### src/rtl/vc_switch_driver.sv
// Break-before-make driver for a complementary switch pair (A, B).
// Produces slew-limited DAC codes with a programmable dead time between transitions.
module vc_switch_driver #(
    parameter int CODE_W   = 8,
    parameter int CODE_ON  = 200,
    parameter int CODE_OFF = 20,
    parameter int STEP     = 10,
    parameter int DEAD_CYC = 4,
    parameter int CNT_W    = 8
) (
    input  logic              clk,
    input  logic              reset,
    input  logic              cmd_valid,
    input  logic              cmd_on,
    output logic              cmd_ready,
    output logic [CODE_W-1:0] ctl_a,
    output logic [CODE_W-1:0] ctl_b,
    output logic              busy,
    output logic              a_on,
    output logic              done
);

    typedef enum logic [2:0] {
        S_B, B_FALL, DEAD_BA, A_RISE,
        S_A, A_FALL, DEAD_AB, B_RISE
    } state_t;

    localparam logic [CODE_W-1:0] ON_C   = CODE_W'(CODE_ON);
    localparam logic [CODE_W-1:0] OFF_C  = CODE_W'(CODE_OFF);
    localparam logic [CODE_W-1:0] STEP_C = CODE_W'(STEP);
    localparam logic [CNT_W-1:0]  DEAD_LAST =
        CNT_W'((DEAD_CYC > 0) ? DEAD_CYC - 1 : 0);

    state_t            state, state_n;
    logic [CODE_W-1:0] a_n, b_n;
    logic [CNT_W-1:0]  cnt, cnt_n;
    logic              done_n;

    // Codes stay within [OFF, ON], so these differences never wrap.
    function automatic logic [CODE_W-1:0] ramp_dn(input logic [CODE_W-1:0] c);
        if (c - OFF_C <= STEP_C) return OFF_C;
        return c - STEP_C;
    endfunction

    function automatic logic [CODE_W-1:0] ramp_up(input logic [CODE_W-1:0] c);
        if (ON_C - c <= STEP_C) return ON_C;
        return c + STEP_C;
    endfunction

    always_comb begin
        state_n = state;
        a_n     = ctl_a;
        b_n     = ctl_b;
        cnt_n   = cnt;
        done_n  = 1'b0;
        unique case (state)
            S_B: if (cmd_valid) begin
                if (cmd_on) state_n = B_FALL;
                else        done_n  = 1'b1;
            end
            S_A: if (cmd_valid) begin
                if (!cmd_on) state_n = A_FALL;
                else         done_n  = 1'b1;
            end
            B_FALL: begin
                b_n = ramp_dn(ctl_b);
                if (b_n == OFF_C)
                    state_n = (DEAD_CYC == 0) ? A_RISE : DEAD_BA;
            end
            A_FALL: begin
                a_n = ramp_dn(ctl_a);
                if (a_n == OFF_C)
                    state_n = (DEAD_CYC == 0) ? B_RISE : DEAD_AB;
            end
            DEAD_BA, DEAD_AB: begin
                if (cnt == DEAD_LAST) begin
                    cnt_n   = '0;
                    state_n = (state == DEAD_BA) ? A_RISE : B_RISE;
                end else begin
                    cnt_n = cnt + 1'b1;
                end
            end
            A_RISE: begin
                a_n = ramp_up(ctl_a);
                if (a_n == ON_C) begin
                    state_n = S_A;
                    done_n  = 1'b1;
                end
            end
            B_RISE: begin
                b_n = ramp_up(ctl_b);
                if (b_n == ON_C) begin
                    state_n = S_B;
                    done_n  = 1'b1;
                end
            end
            default: state_n = S_B;
        endcase
    end

    always_ff @(posedge clk) begin
        if (reset) begin
            state <= S_B;
            ctl_a <= OFF_C;
            ctl_b <= ON_C;
            cnt   <= '0;
            done  <= 1'b0;
        end else begin
            state <= state_n;
            ctl_a <= a_n;
            ctl_b <= b_n;
            cnt   <= cnt_n;
            done  <= done_n;
        end
    end

    assign cmd_ready = (state == S_A) || (state == S_B);
    assign busy      = ~cmd_ready;
    assign a_on      = (state == S_A);

endmodule

### config.mk
export PLATFORM = sky130hd
export DESIGN_NAME = vc_switch_driver
export DESIGN_NICKNAME = d
export VERILOG_FILES = /design/src/rtl/vc_switch_driver.sv
export SDC_FILE = /design/constraint.sdc
export NUM_CORES = 1
export LEC_CHECK = 0
export BUFFER_PORTS_ARGS = -buffer_cell sky130_fd_sc_hd__clkbuf_2
export CORE_MARGIN = 2
export CORE_UTILIZATION = 42
export CTS_CLUSTER_DIAMETER = 80
export DETAILED_ROUTE_END_ITERATION = 6
export PLACE_DENSITY_LB_ADDON = 0.12
export SETUP_SLACK_MARGIN = 0.15
export SLEW_MARGIN = 20
export SYNTH_ARGS = -nofsm -noshare
export SYNTH_HDL_FRONTEND = slang
export SYNTH_SLANG_ARGS = --single-unit
### constraint.sdc
create_clock -name clk -period 3.5 [get_ports clk]
set_input_delay 0.175 -clock clk [delete_from_list [all_inputs] [get_ports clk]]
set_output_delay 0.175 -clock clk [all_outputs]
set_load 0.02 [all_outputs]
==> results_dict.tcl <==
set metrics [dict create \
    drive_gt1_share_pct 12.0 \
    firstDrtPassIters 4 \
    fin_crit_ns 2.81 \
    synth_top_family_by_area "simple AND/OR/NAND/NOR gates" \
    clkSlewWorstSetupHoldPaths_ns 0.10 \
    grt_overflow 0 \
    start_util_pct 44.4 \
    synth_edf_count 0 \
    totalPowerFinal_mw 1.56 \
    cts_resized 0 \
    finalSetupTns_ns 0 \
    synth_ff_type "dfxtp_1" \
    synth_nets 321 \
    antenna_cells 0 \
    finalSetupViolations 0 \
    vias_per_cell 5.89 \
    crit_path_top_delay_cell "dfxtp_1" \
    cts_tree "yes" \
    num_io_pins 24 \
    dp_hpwl_um 4180 \
    max_cap_viol_count 0 \
    synth-compound-area-share_pct 22.0 \
    synth.distinct_cells 58 \
    rows 26 \
    clockBufferDepth 2 \
    synth_warnings 0 \
    rsz0062_at_grt "no" \
    antenna_found_initial 0 \
    drc 0 \
    final_util_pct 48.2 \
    final_net_count 334 \
    power.switching_mw 0.745 \
    syn_inst 305 \
    swShare_pct 47.8 \
    synth_fa_ha_area_share_pct 6.50 \
    numCtsBuffers 3 \
    synth_mux_area_share_pct 0.867 \
    cts_num_sinks 28 \
    path_cells "inv_1 > ha_1 > nand2b_1 > a211oi_1 > xor2_1 > nor4_2 > o31ai_1 > or4_1 > a21oi_1" \
    tightest_slew_ns 0.622 \
    ys_seq_area_share_pct 24.3 \
    cellPowerDensity_nw_per_um2 622 \
    grt_max_degree 25 \
    cp_max_fo 15 \
    async_reset_ff_share_pct 0 \
    die_w_um 78.2 \
    synth_area_per_cell_um2 7.57 \
    dieArea_um2 6110 \
    ctsHoldBuffers 0 \
    cp_slowest_stage_delay_ns 0.62 \
    fin_crit_sh_pct 80.3 \
    ys_ff_latch 28 \
    place.port_buffers 23 \
    drt-initial-drc-count 102 \
    power.leakage_nw 0.928 \
    skew_ns 0.00269 \
    cts_setup_buffers 0 \
    power.internal_mw 0.815 \
    netlist_area_um2 2310 \
    grtUsageTotal_pct 19.6 \
    hp-class "in -> reg" \
    synthToLayoutAreaGrowth_pct 8.67 \
    antenna_left 0 \
    finalWirelength_um 5770 \
    endpoint_kind "register" \
    post_drt_wl_per_cell_um 14.9 \
    grt_pass1_wl_um 9940 \
    path_class "reg -> reg" \
    layout_commonest_cell "nor2_1" \
    seqPwrFrac_pct 31.8 \
    status "complete, no violations" \
    maxSlewViolCount 0 \
    fp.dieH_um 78.2 \
    crit_required_ns 3.70 \
    start_kind "register" \
    synthSimpleGateAreaFrac_pct 30.8 \
    via_count 2281 \
    cts_root_buffer "clkbuf_8" \
    ir_drop_uv 457 \
    crit_arrival_ns 3.01 \
    gp_congestion 0.953 \
    clock_latency_ns 0.27 \
    p_comb_share_pct 55.3 \
    coreArea_um2 5200 \
    h-tree-depth 1 \
    slew_headroom_pct 58.5 \
    hold_viol_final 0 \
    clkPwrFrac_pct 12.9 \
    mostFrequentLayoutCells "32 x nor2_1, 28 x dfxtp_1, 23 x clkbuf_2" \
    grt_pass1_vias 2093 \
    fmax_ghz 0.356 \
    synthXorXnorAreaFrac_pct 9.86 \
]
[metal layers]
| layer | vias to the layer above | part of all wire (%) | GRT usage (%) |
|---|---|---|---|
| li1 | 1133 | - | - |
| met1 | 1070 | 45 | 25.1 |
| met2 | 68 | 49 | 34.5 |
| met3 | 10 | 4.1 | 2.87 |
| met4 | 0 | 1.6 | 4.56 |
| met5 | - | 0 | 0 |
[final timing paths]
kind                          from               endpoint  slack (ns)  cells past startpoint
max          ctl_a[1]$_SDFFE_PP0P_  state[1]$_SDFFE_PP0P_        0.69                      9
min                      cmd_valid        done$_SDFF_PP0_        0.18                      3
max reg2reg  ctl_a[1]$_SDFFE_PP0P_  state[1]$_SDFFE_PP0P_        0.69                      9
min reg2reg    cnt[7]$_SDFFE_PP0P_    cnt[7]$_SDFFE_PP0P_        0.53                      2
[final cells by class]
cell class              count  area, um^2
repair buffers             27         145
well taps                  70        87.6
fillers                   531        2700
flip-flops and latches     28         561
inverters                  12        45.0
clock buffers               4        55.1
multi-input cells         246        1620
[logic make-up (layout without fill, tap and decap cells)]
kind of cell               after synthesis  count (layout)
muxes                                    2               2
xor gates and xnor gates                26              26
buffers and inverters                   31              43
DFF                                     28              28
and+or+nand+nor                        128             128
adders and majority gates               12              12
AOI/OAI and AO/OA                       78              78
[power by group through the flow]
stage / Sequential (mW) / Clock, mW / Combinational [mW]
after floorplan: 0.477 / 0 / 0.647
after global placement: 0.500 / 0 / 0.853
after detailed placement: 0.502 / 0 / 0.849
after CTS: 0.495 / 0.210 / 0.852
after global routing: 0.513 / 0.225 / 0.952
final: 0.497 / 0.201 / 0.862
[per-stage QoR]
step / cell area (um^2) / std cells / hold WS, ns / worst slack, ns
after detailed placement: 2450 / 383 / 0.478 / 0.749
after global placement: 2450 / 383 / 0.465 / 0.837
after floorplan: 2310 / 305 / 0.314 / 0.758
after global routing: 2510 / 387 / 0.172 / 0.401
final: 2510 / 387 / 0.177 / 0.690
after CTS: 2510 / 387 / 0.174 / 0.699
[synth_stat cells, drive strengths merged, types with 9 or more instances]
cell     n  area [um^2]
xnor2   14          123
clkbuf   9         33.8
nand2   18         67.6
nor3    17         85.1
buf     10         53.8
nor2    32          120
dfxtp   28          561
nand2b  10         62.6
ha      12          150
a21oi   16         80.1
xor2    12          105
o21ai   27          135
inv     12         45.0
[worst max-delay path, delay by kind of cell (launching register included)]
kind / cells / cell delay (ns)
adders and majority gates: 1 / 0.23
DFF: 1 / 0.62
and+or+nand+nor: 3 / 1.13
buffers and inverters: 1 / 0.16
xor gates and xnor gates: 1 / 0.19
AOI/OAI and AO/OA: 3 / 0.42
[registers in the layout (all words and copies together) (netlist names)]
signal	count
ctl_a	8
ctl_b	8
state	3
done	1
cnt	8
Note: power is estimated with default switching activity, not from simulation.
